$ cat src/rtl/fp6_pkg.sv
// Shared FP6 (E2M3) definitions: field layout, zero constant, accumulator states
// and a magnitude decode helper used by the adder.
package fp6_pkg;

    localparam int FP6_EXP_W = 2;
    localparam int FP6_MAN_W = 3;
    localparam int FP6_W     = 1 + FP6_EXP_W + FP6_MAN_W;

    typedef struct packed {
        logic                 sign;
        logic [FP6_EXP_W-1:0] exp;
        logic [FP6_MAN_W-1:0] man;
    } fp6_t;

    localparam fp6_t FP6_ZERO = 6'b000000;

    typedef enum logic [1:0] {
        IDLE  = 2'd0,
        ACCUM = 2'd1,
        DONE  = 2'd2
    } acc_state_t;

    // Unsigned magnitude in units of 1/8 (exponent bias 1, exp=0 is subnormal).
    function automatic logic [5:0] fp6_magnitude(input fp6_t x);
        logic [5:0] mag;
        case (x.exp)
            2'd0:    mag = {3'b000, x.man};
            2'd1:    mag = {2'b00, 1'b1, x.man};
            2'd2:    mag = {1'b0, 1'b1, x.man, 1'b0};
            default: mag = {1'b1, x.man, 2'b00};
        endcase
        return mag;
    endfunction

    function automatic logic fp6_is_zero(input fp6_t x);
        return (x.exp == '0) && (x.man == '0);
    endfunction

endpackage

$ cat src/rtl/fp6_adder.sv
// Combinational FP6 E2M3 adder: exact integer sum in 1/8 units, round-to-nearest-even,
// saturation to +/-7.5, pass-through when either operand is zero, exact cancel gives +0.
module fp6_adder
    import fp6_pkg::*;
(
    input  logic [FP6_W-1:0] a,
    input  logic [FP6_W-1:0] b,
    output logic [FP6_W-1:0] sum
);

    fp6_t       a_f;
    fp6_t       b_f;
    fp6_t       res;
    logic [5:0] mag_a;
    logic [5:0] mag_b;
    logic [7:0] sa;
    logic [7:0] sb;
    logic [7:0] ssum;
    logic [7:0] mag;
    logic [4:0] q_rnd;

    assign a_f = a;
    assign b_f = b;
    assign sum = res;

    // NOTE: every variable assigned in this block gets a default first so no latch is inferred.
    always_comb begin
        mag_a = fp6_magnitude(a_f);
        mag_b = fp6_magnitude(b_f);
        sa    = a_f.sign ? (8'd0 - {2'b00, mag_a}) : {2'b00, mag_a};
        sb    = b_f.sign ? (8'd0 - {2'b00, mag_b}) : {2'b00, mag_b};
        ssum  = sa + sb;
        mag   = ssum[7] ? (8'd0 - ssum) : ssum;
        q_rnd = '0;
        res   = FP6_ZERO;

        if (fp6_is_zero(a_f)) begin
            res = b_f;
        end else if (fp6_is_zero(b_f)) begin
            res = a_f;
        end else if (mag == 8'd0) begin
            res = FP6_ZERO;
        end else begin
            res.sign = ssum[7];
            if (mag < 8'd16) begin
                // Subnormal and exp=1 ranges are spaced 1/8 apart, so the sum is exact.
                res.exp = {1'b0, mag[3]};
                res.man = mag[2:0];
            end else if (mag < 8'd32) begin
                // One discarded bit: it is always the exact half, so round to even.
                q_rnd   = {1'b0, mag[4:1]} + {4'd0, mag[0] & mag[1]};
                res.exp = q_rnd[4] ? 2'd3 : 2'd2;
                res.man = q_rnd[2:0];
            end else if (mag < 8'd64) begin
                q_rnd   = {1'b0, mag[5:2]} + {4'd0, mag[1] & (mag[0] | mag[2])};
                res.exp = 2'd3;
                res.man = q_rnd[4] ? 3'd7 : q_rnd[2:0];
            end else begin
                res.exp = 2'd3;
                res.man = 3'd7;
            end
        end
    end

endmodule

$ cat src/rtl/fp6_group_accumulator.sv
// Folds a valid/ready stream of FP6 partial products into one registered sum per
// group; a group closes on in_last or after VEC_LEN elements.
module fp6_group_accumulator
    import fp6_pkg::*;
#(
    parameter int VEC_LEN = 16,
    parameter int CNT_W   = $clog2(VEC_LEN + 1)
) (
    input  logic             clk,
    input  logic             rst_n,
    input  logic             in_valid,
    output logic             in_ready,
    input  logic [5:0]       in_data,
    input  logic             in_last,
    output logic             out_valid,
    input  logic             out_ready,
    output logic [5:0]       out_data,
    output logic [CNT_W-1:0] out_count
);

    localparam logic [1:0] ST_IDLE  = IDLE;
    localparam logic [1:0] ST_ACCUM = ACCUM;
    localparam logic [1:0] ST_DONE  = DONE;

    logic [1:0]       state;
    fp6_t             acc;
    logic [5:0]       sum;
    logic [CNT_W-1:0] count;
    logic             accept;
    logic             closing;

    fp6_adder u_adder (
        .a   (acc),
        .b   (in_data),
        .sum (sum)
    );

    // in_ready is gated by rst_n so nothing is taken while reset is held.
    assign in_ready  = rst_n && (state != ST_DONE);
    assign out_valid = (state == ST_DONE);
    assign accept    = in_valid && in_ready;
    assign closing   = accept && (in_last || (count == CNT_W'(VEC_LEN - 1)));

    // NOTE: sequential state uses non-blocking assignments so every register samples pre-edge values.
    always_ff @(posedge clk or negedge rst_n) begin
        if (!rst_n) begin
            state     <= ST_IDLE;
            acc       <= FP6_ZERO;
            count     <= '0;
            out_data  <= '0;
            out_count <= '0;
        end else begin
            case (state)
                ST_IDLE, ST_ACCUM: begin
                    if (accept) begin
                        acc   <= sum;
                        count <= count + 1'b1;
                        if (closing) begin
                            state     <= ST_DONE;
                            out_data  <= sum;
                            out_count <= count + 1'b1;
                        end else begin
                            state <= ST_ACCUM;
                        end
                    end
                end
                ST_DONE: begin
                    if (out_ready) begin
                        state <= ST_IDLE;
                        acc   <= FP6_ZERO;
                        count <= '0;
                    end
                end
                default: state <= ST_IDLE;
            endcase
        end
    end

endmodule

$ cat config.mk
export PLATFORM = sky130hd
export DESIGN_NAME = fp6_group_accumulator
export DESIGN_NICKNAME = d
export VERILOG_FILES = /design/src/rtl/fp6_pkg.sv /design/src/rtl/fp6_adder.sv /design/src/rtl/fp6_group_accumulator.sv
export SDC_FILE = /design/constraint.sdc
export NUM_CORES = 1
export LEC_CHECK = 0
export CAP_MARGIN = 25
export CELL_PAD_IN_SITES_DETAIL_PLACEMENT = 1
export CELL_PAD_IN_SITES_GLOBAL_PLACEMENT = 1
export CORE_UTILIZATION = 43
export DETAILED_ROUTE_END_ITERATION = 7
export PLACE_DENSITY_LB_ADDON = 0.1
export RECOVER_POWER = 50
export REMOVE_ABC_BUFFERS = 1
export SKIP_CTS_REPAIR_TIMING = 1
export SLEW_MARGIN = 10
export SYNTH_ARGS = -nofsm -noshare
export SYNTH_HDL_FRONTEND = slang
export SYNTH_SLANG_ARGS = --single-unit
export TNS_END_PERCENT = 20
$ cat constraint.sdc
create_clock -name clk -period 5.3 [get_ports clk]
set_input_delay 0.795 -clock clk [delete_from_list [all_inputs] [get_ports clk]]
set_output_delay 0.795 -clock clk [all_outputs]
set_load 0.1 [all_outputs]
== Word-level counts from Yosys, hierarchy flattened ==
Cells that the tools add are included.

* Register bits: 24
* Bits in latches: 0
* RAM bits: 0
* ROM bits: 0
* Input bits: 11
* Output and inout bits: 13
* Word-level logic and storage cells: 70
* Memories: 0

* Add/subtract/negate cells: 7
* Multipliers: 0
* Divide/modulo/power cells: 0
* $lt $le $gt $ge: 3
* Equality and inequality tests: 10
* Shift-type cells: 0
* Mux-type cells: 23
* Bitwise gates (word level): 3
* Reductions and logical operators: 17

{| class="wikitable"
|+ Operators by type and width
! kind !! count
|-
| case mux 6 bit (3 select lines) || 2
|-
| two-way mux 6 bit || 5
|-
| two-way mux 8 bit || 3
|-
| two-way mux 5 bit || 4
|-
| subtractor 1 x 6 -> 7 bit, first input constant || 2
|-
| case mux 6 bit (2 select lines) || 1
|-
| adder 4 x 1 -> 5 bit || 2
|-
| case mux 5 bit (2 select lines) || 1
|-
| adder 8 bit || 1
|-
| zero test 8 bit || 1
|-
| < comparator 8 x 5 -> 1 bit, second input constant || 1
|-
| < comparator 8 x 6 -> 1 bit, second input constant || 1
|-
| < comparator 8 x 7 -> 1 bit, second input constant || 1
|-
| subtractor 1 x 8 -> 8 bit, first input constant || 1
|-
| equality test 2 x 1 -> 1 bit, second input constant || 3
|-
| equality test 2 bit, second input constant || 3
|-
| zero test 2 bit || 3
|-
| zero test 3 bit || 2
|-
| two-way mux 2 bit || 3
|-
| two-way mux 3 bit || 2
|-
| AND reduction 3 bit || 2
|-
| adder 5 x 1 -> 5 bit, second input constant || 1
|-
| equality test 5 x 4 -> 1 bit, second input constant || 1
|-
| logical AND 1 bit || 5
|-
| other kinds (10) || 12
|}

== Longest topological paths before layout ==
* Word-level depth: 19
* Gate-level depth with buffers: 22
* Depth with buffers taken out: 21

== Modules after synthesis ==
From an unflattened synthesis, not the netlist that was laid out.

* Cell total of the unflattened synthesis: 297
* Area, all modules: 2524.9 µm²

{| class="wikitable"
|+ Modules (own cells, without submodules)
! module !! times used !! cells an instance !! area each (µm²)
|-
| fp6_adder || 1 || 222 || 1482.7
|-
| fp6_group_accumulator || 1 || 75 || 1042.2
|}

== Worst setup path after synthesis ==
No wires, ideal clock.

* Path type: input to register
* Start: in in_data[3]
* End: reg acc[1] in the netlist's numbering
* Setup time: 0.135 ns
* Arrival: 4.586 ns
* Path slack: 0.579 ns
* Cell stages on the path: 22
* Cells stage by stage: clkbuf_1 -> inv_1 -> a31oi_1 -> ha_1 -> nand2_1 -> nand2_1 -> xor2_1 -> ha_1 -> and2_1 -> a221oi_1 -> a21o_1 -> nand2_1 -> nor2_1 -> xor2_1 -> nor2_1 -> nor2_1 -> ha_1 -> ha_1 -> a211o_1 -> a211o_1 -> a32oi_1 -> o21ai_0

* Longest elaborated chain between the ends: 19

{| class="wikitable"
|+ Ends and longest elaborated chain
! what !! RTL line !! RTL
|-
| start: declaration || fp6_group_accumulator.sv:13 || <nowiki>input logic [5:0] in_data,</nowiki>
|-
| equality test 2 bit (tied with other cells) || fp6_pkg.sv:26 || <nowiki>case (x.exp)</nowiki>
|-
| case mux 6 bit (3 select lines) || fp6_pkg.sv:26 ||
|-
| subtractor 1 x 6 -> 7 bit || fp6_adder.sv:31 || <nowiki>sb = b_f.sign ? (8'd0 - {2'b00, mag_b}) : {2'b00, mag_b};</nowiki>
|-
| two-way mux 8 bit || fp6_adder.sv:31 ||
|-
| adder 8 bit || fp6_adder.sv:32 || <nowiki>ssum = sa + sb;</nowiki>
|-
| subtractor 1 x 8 -> 8 bit || fp6_adder.sv:33 || <nowiki>mag = ssum[7] ? (8'd0 - ssum) : ssum;</nowiki>
|-
| two-way mux 8 bit || fp6_adder.sv:33 ||
|-
| OR 1 bit || fp6_adder.sv:55 || <nowiki>q_rnd = {1'b0, mag[5:2]} + {4'd0, mag[1] & (mag[0] | mag[2])};</nowiki>
|-
| (+3 left out) || - ||
|-
| two-way mux 3 bit || fp6_adder.sv:54 || <nowiki>end else if (mag < 8'd64) begin</nowiki>
|-
| two-way mux 5 bit || fp6_adder.sv:49 || <nowiki>end else if (mag < 8'd32) begin</nowiki>
|-
| two-way mux 5 bit || fp6_adder.sv:45 || <nowiki>if (mag < 8'd16) begin</nowiki>
|-
| two-way mux 6 bit || fp6_adder.sv:41 || <nowiki>end else if (mag == 8'd0) begin</nowiki>
|-
| two-way mux 6 bit * || fp6_adder.sv:39 || <nowiki>end else if (fp6_is_zero(b_f)) begin</nowiki>
|-
| two-way mux 6 bit * || fp6_adder.sv:37 || <nowiki>if (fp6_is_zero(a_f)) begin</nowiki>
|-
| two-way mux 6 bit * || fp6_group_accumulator.sv:55 || <nowiki>if (accept) begin</nowiki>
|-
| case mux 6 bit (2 select lines) * || fp6_group_accumulator.sv:53 || <nowiki>case (state)</nowiki>
|-
| end signal: assignment || fp6_group_accumulator.sv:56 || <nowiki>acc <= sum;</nowiki>
|-
| end: declaration || fp6_group_accumulator.sv:26 || <nowiki>fp6_t acc;</nowiki>
|}

Every way passes the cells marked *; elsewhere a longest branch is shown, timed or not. The select of a mux whose other input is x is not followed.
A chain may end at the register's enable or synchronous reset.

== Final worst setup path ==
* Start: in in_data[0]
* End: reg acc[1] in the netlist's numbering

* Longest elaborated chain between the ends: 18

{| class="wikitable"
|+ Ends and longest elaborated chain
! what !! RTL line
|-
| case mux 6 bit (3 select lines) || fp6_pkg.sv:26
|-
| subtractor 1 x 6 -> 7 bit || fp6_adder.sv:31
|-
| two-way mux 8 bit || fp6_adder.sv:31
|-
| adder 8 bit || fp6_adder.sv:32
|-
| subtractor 1 x 8 -> 8 bit || fp6_adder.sv:33
|-
| two-way mux 8 bit || fp6_adder.sv:33
|-
| OR 1 bit || fp6_adder.sv:55
|-
| AND 1 bit || fp6_adder.sv:55
|-
| (+2 left out) || -
|-
| two-way mux 3 bit || fp6_adder.sv:54
|-
| two-way mux 5 bit || fp6_adder.sv:49
|-
| two-way mux 5 bit || fp6_adder.sv:45
|-
| two-way mux 6 bit || fp6_adder.sv:41
|-
| two-way mux 6 bit * || fp6_adder.sv:39
|-
| two-way mux 6 bit * || fp6_adder.sv:37
|-
| two-way mux 6 bit * || fp6_group_accumulator.sv:55
|-
| case mux 6 bit (2 select lines) * || fp6_group_accumulator.sv:53
|}

Marks and branches as above.

==> impl_results.rst <==
.. list-table::
   :header-rows: 1

   * - Metric
     - Value
   * - Main combinational cell family by area after synthesis
     - compound AO/OA/AOI/OAI gates
   * - Netlist cell types
     - 48
   * - Hold violation total from the final report
     - 0
   * - Pin slew with the least headroom to its limit
     - 1.36 ns
   * - Core Footprint
     - 5110 µm²
   * - Predominant post-synthesis flop cell
     - dfrtp_1
   * - Share of cell area taken by muxes after synthesis
     - 3.58%
   * - Count of vias placed by the detailed router
     - 2,163
   * - CP Cell Sequence
     - clkdlybuf4s50_1, or2_2, nor2_1, nor3_1, o21ai_0, nand2_1, ha_1, and2_1, a221oi_1, a21o_1, buf_4, a21oi_1, a21oi_1, nor2_1, ha_1, ha_1, a211o_1, a211o_1, a32oi_1, o21ai_0
   * - Tmin final
     - 4.95 ns
   * - Period Utilization, post-route
     - 93.4%
   * - Register bit total from synthesis
     - 24
   * - Arr. time, crit path
     - 5.10 ns
   * - Maximum clock frequency
     - 0.202 GHz
   * - Area of the die
     - 5570 µm²
   * - Summed negative setup slack over all endpoints
     - 0 ns
   * - Total of buffers placed on input and output ports
     - 23
   * - Synth Area in Compound Gates
     - 27.2%
   * - Largest area contributor in the netlist
     - dfrtp_1
   * - Tightest hold margin
     - 0.467 ns
   * - Largest net degree at the start of global routing
     - 27
   * - Adder-Cell Fraction of Synth Area
     - 9.15%
   * - Kind of start point of the critical path
     - input pin
   * - CTS tree
     - built
   * - Fraction of the yosys area taken by sequential cells
     - 26.5%
   * - Total Wirelength
     - 6190 µm
   * - First-pass GRT wire length
     - 10,400 µm
   * - Post-Synthesis Cells
     - 285
   * - Max_slew headroom
     - 9.64%
   * - Overall track demand over capacity in global routing
     - 24.3%
   * - Post-Route Utilization
     - 53.9%
   * - # diodes
     - 0
   * - DRC viols
     - 0
   * - Xor/xnor cell area share of the yosys netlist
     - 7.88%
   * - Synth area leaders
     - dfrtp_1 (26%), ha_1 (8.3%), nand2_1 (6.4%)
   * - RSZ-0062 raised after global routing
     - false
   * - Count of flip-flops with a built-in enable after synthesis
     - 0
   * - Max-cap check violation count
     - 0
   * - Fillers
     - 655
   * - Final worst slack
     - 0.352 ns
   * - Yosys warning total
     - 0
   * - Gpl congestion
     - 0.793
   * - Initial antenna violation count
     - 0
   * - Average detailed-routed wire length per instance
     - 16.0 µm
   * - Final slew viol count
     - 0
   * - Stage delay of the slowest cell on the critical path
     - 0.54 ns
   * - Share of Yosys cell area claimed by the top area cell type
     - 26.5%
   * - Deepest level of the CTS H-tree
     - 1
   * - Net total in the final layout
     - 346
   * - Clock-pin slew reported for the worst setup and hold paths after clock tree synthesis
     - 0.08 ns
   * - Vias in the first global route
     - 2,123
   * - Delay-heaviest family, CP
     - compound AO/OA/AOI/OAI gates
   * - Critical Path Most Common Cell
     - ha_1
   * - Initial core utilization
     - 44.4%
   * - Number of sinks handled by clock tree synthesis
     - 24
   * - Proportion of register bits with asynchronous set or reset after synthesis
     - 100%
   * - Setup WS pre-CTS
     - 0.0697 ns
   * - Required time of the critical path
     - 5.45 ns
   * - Average cell area after synthesis
     - 7.96 µm²
   * - Worst-path fanout max
     - 7
   * - Total area of sequential cells
     - 601 µm²
   * - Cell with the largest stage delay on the worst path
     - clkdlybuf4s50_1
   * - CP bufs+invs
     - 2
   * - Die Height
     - 74.7 µm
   * - Count of TritonRoute iterations in the first routing pass
     - 4
   * - CTS max path bufs
     - 2
   * - Starting DRT DRC Count
     - 71
   * - Row count
     - 26
   * - Detail Route Antenna Nets
     - 0
   * - Final global-route overflow total
     - 0
   * - Fraction of final layout cells sized beyond drive strength 1
     - 11.0%
   * - Die Wd
     - 74.7 µm
   * - Outcome
     - completed
   * - Post-synthesis to final-layout area growth
     - 21.3%
   * - Simple-gate area share of the yosys netlist
     - 21.6%
   * - Routed vias/inst
     - 5.57
   * - Type of the most critical hold path
     - reg2reg
   * - Endpoint kind of the worst setup timing path
     - flop
   * - Clk_lat worst skew
     - 0.27 ns
   * - CTS root buffer
     - clkbuf_8
   * - Final worst clock skew
     - 0.00633 ns
   * - Post-Synthesis Cell Area
     - 2270 µm²
   * - Number of CTS-inserted buffers
     - 3
   * - Setup CP Type
     - in2reg
   * - HPWL after detailed placement
     - 4920 µm
   * - Area of combinational cells with multiple inputs
     - 1580 µm²
   * - Count of final setup violators
     - 0
   * - Io pins
     - 24
area by class of cell:
cell class,instances,area share (%)
Tap cell,70,3.18
Timing Repair Buffer,42,13.3
Sequential cell,24,21.8
Clock inverter,1,1.09
Clock buffer,3,1.50
Multi-Input combinational cell,236,57.5
Inverter,12,1.64
logic make-up (layout without fill, tap and decap cells):
kind of cell | after synthesis | count (layout)
compound gates | 91 | 91
xor+xnor | 17 | 17
fa+ha+maj | 16 | 16
buf+inv | 25 | 58
flops | 24 | 24
mux | 8 | 8
simple gates | 104 | 104
worst reg2reg max path: cells and delay by family (launching register included):
family	cells	cell delay (ns)
buf+inv	2	0.35
flops	1	0.56
fa+ha+maj	4	0.92
xor+xnor	1	0.19
compound gates	10	2.09
simple gates	3	0.35
per-layer routing:
layer | wire length (µm) | global-route usage, % | vias to the layer above
met5 | 0 | 0 | -
met4 | 19 | 3.14 | 0
met3 | 103 | 2.81 | 2
met2 | 2810 | 37.5 | 22
met1 | 3260 | 37.2 | 1052
li1 | - | - | 1087
flip-flops by register name, summed over array words and instances (netlist names):
name       flops
acc            6
out_data       6
count          5
out_count      5
state          2
cells in the mapped netlist, types with 3 or more instances:
cell type and count:
nand4_1 3, nor3b_1 4, o21ai_0 26, ha_1 15, nand3_1 5, o31ai_1 5, a211oi_1 3, mux2i_1 7
a211o_1 5, and3_1 3, nand2b_1 8, o211ai_1 3, o21ai_1 4, nor2_1 22, clkbuf_1 13, a21oi_1 20
xor2_2 3, dfrtp_1 24, nor3_1 6, xnor2_1 5, a31oi_1 3, a21o_1 5, xor2_1 8, nor2b_1 6
nand2_1 39, inv_1 12
metrics by stage:
stage,instance area (µm²),instances
floorplan,2220,272
global placement,2680,383
detailed placement,2690,384
CTS,2760,388
global route,2750,388
finish,2750,388
layout by cell type (no fill, tap or decap), types with 6 or more instances in the layout:
cell type	count
a21oi_1	20
buf_4	19
clkdlybuf4s50_1	17
dfrtp_1	24
ha_1	15
inv_1	12
mux2i_1	7
nand2_1	39
nand2b_1	8
nor2_1	22
nor2b_1	6
nor3_1	6
o21ai_0	27
xor2_1	8
final timing paths:
kind | slack [ns] | end | cells after the start | startpoint
max in group asynchronous | 3.15 | state[0] | 2 | rst_n
hold / removal | 0.47 | state[0] | 1 | state[1]
hold reg to reg | 0.47 | state[0] | 1 | state[1]
setup / recovery | 0.35 | acc[1] | 20 | in_data[0]
setup reg to reg | 0.70 | acc[1] | 20 | acc[3]
min in group asynchronous | 1.35 | out_count[2] | 2 | rst_n
Power is left out: the tool's default activity adds up to more than one toggle a clock period on the data nets, which glitch-free logic cannot reach.
==> RTL edit 1 (same flow settings) <==
Register the output `out_count` once more, with the module's reset; this adds one clock of latency there. The other outputs are not delayed to match.
--- a/src/rtl/fp6_group_accumulator.sv
+++ b/src/rtl/fp6_group_accumulator.sv
@@ -21,6 +21,8 @@
     localparam logic [1:0] ST_IDLE  = IDLE;
     localparam logic [1:0] ST_ACCUM = ACCUM;
     localparam logic [1:0] ST_DONE  = DONE;
+
+    logic [CNT_W-1:0] out_count_s0;
 
     logic [1:0]       state;
     fp6_t             acc;
@@ -48,7 +50,7 @@
             acc       <= FP6_ZERO;
             count     <= '0;
             out_data  <= '0;
-            out_count <= '0;
+            out_count_s0 <= '0;
         end else begin
             case (state)
                 ST_IDLE, ST_ACCUM: begin
@@ -58,7 +60,7 @@
                         if (closing) begin
                             state     <= ST_DONE;
                             out_data  <= sum;
-                            out_count <= count + 1'b1;
+                            out_count_s0 <= count + 1'b1;
                         end else begin
                             state <= ST_ACCUM;
                         end
@@ -76,5 +78,13 @@
         end
     end
 
+    always_ff @(posedge clk or negedge rst_n) begin
+        if (!rst_n) begin
+            out_count <= '0;
+        end else begin
+            out_count <= out_count_s0;
+        end
+    end
+
 endmodule
 
Check against the original RTL: not equivalent (Yosys sat finds a counterexample within 4 cycles, from zero or initial values and one cycle with rst_n low).
==> RTL edit 1 against the original RTL <==
Setup slack better by 0.026 ns. Largest cell class unchanged. Routed wire length is 20% higher. Sequential cell count increased by 5. First-iteration DRC count rose by 34%. Non-clock buffer count is 10 lower. Cell count rose by 9.0%. Cell area grew 8.9%. The flow now finishes with violations (capacitance limit, slew limit). Clock skew is 0.0029 ns lower. Synthesized area is 15% higher. Hold slack got worse by 0.093 ns.
Power is left out: the tool's default activity adds up to more than one toggle a clock period on the data nets, which glitch-free logic cannot reach.
==> RTL edit 1: results (changes against the original RTL) <==
stage	metric	value	unit	change
status	status	finished, violations left		was complete, no violations
status	violations	capacitance limit, slew limit		
global_routing	grt_pass1_wl	12500	µm	was 10400 µm
routing	drt_iter0_markers	95		was 71
place	dp_slack	0.132	ns	was 0.0697 ns
place	dp_hpwl	5710	µm	was 4920 µm
global_routing	track_usage	0.253		was 0.243
routing	wl_met2	3310	µm	was 2810 µm
routing	wire_per_inst	17.5	µm	was 16.0 µm
critical_path	arrival	5.14	ns	was 5.10 ns
yosys	seq_area_frac_synth	0.279		was 0.265
timing	finalClockSkew	0.00339	ns	was 0.00633 ns
routing	wl_met3	203	µm	was 103 µm
global_routing	grt_use_met3	0.0366		was 0.0281
place	place_area	0.00291	mm²	was 0.00269 mm²
yosys	synthTopCellsByCount	nand2_1, dfrtp_1, o21ai_0		was nand2_1, o21ai_0, dfrtp_1
timing	relSlewSlack	-0.0557		was 0.0964
global_routing	grt_max_degree	31		was 27
final_layout	num-nets-final	378		was 346
flow_run	cap_viol_max_count	1		was 0
routing	wl	7420	µm	was 6190 µm
critical_path	crit_fanout	6		was 7
global_routing	grt.met1_usage	0.373		was 0.372
timing	drv_slew	31		was 0
clock_network	cts_buffers	5		was 3
critical_path	r2r_slack	0.84	ns	was 0.70 ns
global_routing	use_met2	0.390		was 0.375
[RTL edit 1: worst register-to-register path, cell delays in order, from the launching register on]
cell,delay (ns)
dfrtp_1,0.58
inv_1,0.18
a31oi_1,0.25
ha_1,0.20
o21ai_0,0.14
nand2_1,0.13
xor2_1,0.26
ha_1,0.33
a21oi_1,0.25
o31ai_4,0.15
o221a_2,0.34
nor2_1,0.13
xor2_1,0.25
inv_1,0.10
ha_1,0.25
xnor3_1,0.36
a22oi_1,0.25
o211ai_1,0.12
nand3_1,0.11
[RTL edit 1: path summary, 6_finish.rpt]
path | startpoint | endpoint | depth (start not counted)
setup / recovery | in_data[1] | out_data[2]$_DFFE_PN0P_ | 19
hold / removal | out_count_s0[3]$_DFFE_PN0P_ | out_count[3]$_DFF_PN0_ | 0
setup reg to reg | acc[3]$_DFFE_PN0P_ | out_data[2]$_DFFE_PN0P_ | 18
hold reg to reg | out_count_s0[3]$_DFFE_PN0P_ | out_count[3]$_DFF_PN0_ | 0
max in group asynchronous | rst_n | out_count[4]$_DFF_PN0_ | 2
min in group asynchronous | rst_n | out_count[0]$_DFF_PN0_ | 2
[RTL edit 1: cells by family after synthesis]
family / count (synthesis) / share of synthesized area
XOR/XNOR: 12 / 0.0456
AO/OA/AOI/OAI: 111 / 0.292
buffers and inverters: 36 / 0.0538
AND/OR/NAND/NOR: 119 / 0.222
flip-flops: 29 / 0.279
multiplexers: 7 / 0.0279
adder cells (fa/ha/maj): 16 / 0.0797
[RTL edit 1: final cells by class]
type | instances | area (µm²)
Multi-Input combinational cell | 265 | 1740
Fill cell | 710 | 2680
Clock buffer | 7 | 86.3
Sequential cell | 29 | 726
Inverter | 18 | 67.6
Tap cell | 72 | 90.1
Timing Repair Buffer | 32 | 289
==> RTL edit 2 (config.mk and constraints unchanged) <==
Without the edit above. Change the parameter `VEC_LEN` from 16 to 32.
--- a/src/rtl/fp6_group_accumulator.sv
+++ b/src/rtl/fp6_group_accumulator.sv
@@ -3,7 +3,7 @@
 module fp6_group_accumulator
     import fp6_pkg::*;
 #(
-    parameter int VEC_LEN = 16,
+    parameter int VEC_LEN = 32,
     parameter int CNT_W   = $clog2(VEC_LEN + 1)
 ) (
     input  logic             clk,
Interface: changed (resized out_count); port bits go from 24 to 25. The function was not compared with the original's and may differ.
==> RTL edit 2 against the original RTL <==
Routed wire length is 26% higher. Sequential cell count is 2 higher. Synthesized area is 17% higher. Critical path depth stayed put. Maximum frequency is 0.12% lower. Cell area is 13% higher. Global-route usage is 1.4 points higher. Cell count is 12% higher. Setup slack worse by 0.0057 ns. Hold slack better by 0.014 ns. Largest cell class unchanged.
Power is left out: the tool's default activity adds up to more than one toggle a clock period on the data nets, which glitch-free logic cannot reach.
==> RTL edit 2: results (changes against the original RTL) <==
stage	metric	value	unit	change
yosys	seq_area_frac_synth	0.245		was 0.265
status	status	complete, no violations		unchanged
place	io_buffers	24		was 23
timing	finalClockSkew	0.00398	ns	was 0.00633 ns
routing	wire_per_inst	18.0	µm	was 16.0 µm
clock_network	clock-sinks	26		was 24
yosys	synth_fa_ha_area_frac	0.0736		was 0.0915
global_routing	grt_max_degree	30		was 27
final_layout	fill_cells	731		was 655
timing	period_share	0.935		was 0.934
timing	tns	0	ns	unchanged
critical_path	crit_fanout	7		unchanged
final_layout	bufAreaShareNonClock	0.125		was 0.133
place	dp_cells	428		was 384
yosys	synth.area.mux_share	0.0359		was 0.0358
global_routing	antenna_found_initial	0		unchanged
place	place_area	0.00300	mm²	was 0.00269 mm²
yosys	yosysUniqueCellTypes	68		was 48
timing	hold_slack	0.482	ns	was 0.467 ns
final_layout	buffers	44		was 42
final_layout	multi_input_area_share	0.592		was 0.575
yosys	synthTopCellsByCount	nand2_1, o21ai_0, dfrtp_1		unchanged
final_layout	num-nets-final	386		was 346
global_routing	grt_pass1_wl	13000	µm	was 10400 µm
timing	relSlewSlack	0.0331		was 0.0964
place	routabilityCongestion	0.832		was 0.793
yosys	yosysWarnings	0		unchanged
final_layout	clk_share	0.0230		was 0.0259
global_routing	grt_pass1_vias	2611		was 2123
yosys	yosys.area_share.xor_xnor	0.0566		was 0.0788
final_layout	num-nonclk-inverters	17		was 12
final_layout	num-multi-input-gates	268		was 236
final_layout	syn_to_final_growth	17.0	%	was 21.3%
place	dp_hpwl	6110	µm	was 4920 µm
yosys	synthFlopType	dfrtp_1		unchanged
routing	wl	7810	µm	was 6190 µm
clock_network	worstSkewPairLatency	0.28	ns	
yosys	synth_area_leaders	dfrtp_1, ha_1, o21ai_0		was dfrtp_1, ha_1, nand2_1
global_routing	track_usage	0.257		was 0.243
routing	ant_nets	0		unchanged
yosys	synthCells	330		was 285
place	dp_slack	0.00266	ns	was 0.0697 ns
clock_network	clk_pin_slew_worst_paths	0.09	ns	
routing	drt_iter0_markers	99		was 71
yosys	synth_compound_area_frac	0.282		was 0.272
final_layout	drive_gt1_frac	0.139		was 0.110
routing	drtPass1Iterations	4		unchanged
routing	route.vias.total	2522		was 2163
yosys	syn_area_per_cell	8.03	µm²	was 7.96 µm²
final_layout	regArea	651	µm²	was 601 µm²
critical_path	r2r_slack	0.60	ns	was 0.70 ns
clock_network	cts-root-buf	clkbuf_8		unchanged
critical_path	arrival	5.12	ns	was 5.10 ns
## RTL edit 2: routing by layer
layer  track usage  vias to the layer above  routed length [µm]
li1              -                     1247                   -
met1         0.338                     1232                3640
met2         0.461                       35                3890
met3        0.0159                        8                 192
met4        0.0518                        0                  85
met5             0                        -                   0
## RTL edit 2: final timing paths
kind                                     startpoint                       end  cells after the start
setup / recovery                         in_data[0]   out_data[2]$_DFFE_PN0P_                     20
hold / removal             out_count[3]$_DFFE_PN0P_  out_count[3]$_DFFE_PN0P_                      2
setup reg to reg                 acc[4]$_DFFE_PN0P_   out_data[2]$_DFFE_PN0P_                     20
hold reg to reg            out_count[3]$_DFFE_PN0P_  out_count[3]$_DFFE_PN0P_                      2
max in group asynchronous                     rst_n      state[1]$_DFFE_PN0P_                      2
min in group asynchronous                     rst_n  out_count[2]$_DFFE_PN0P_                      2
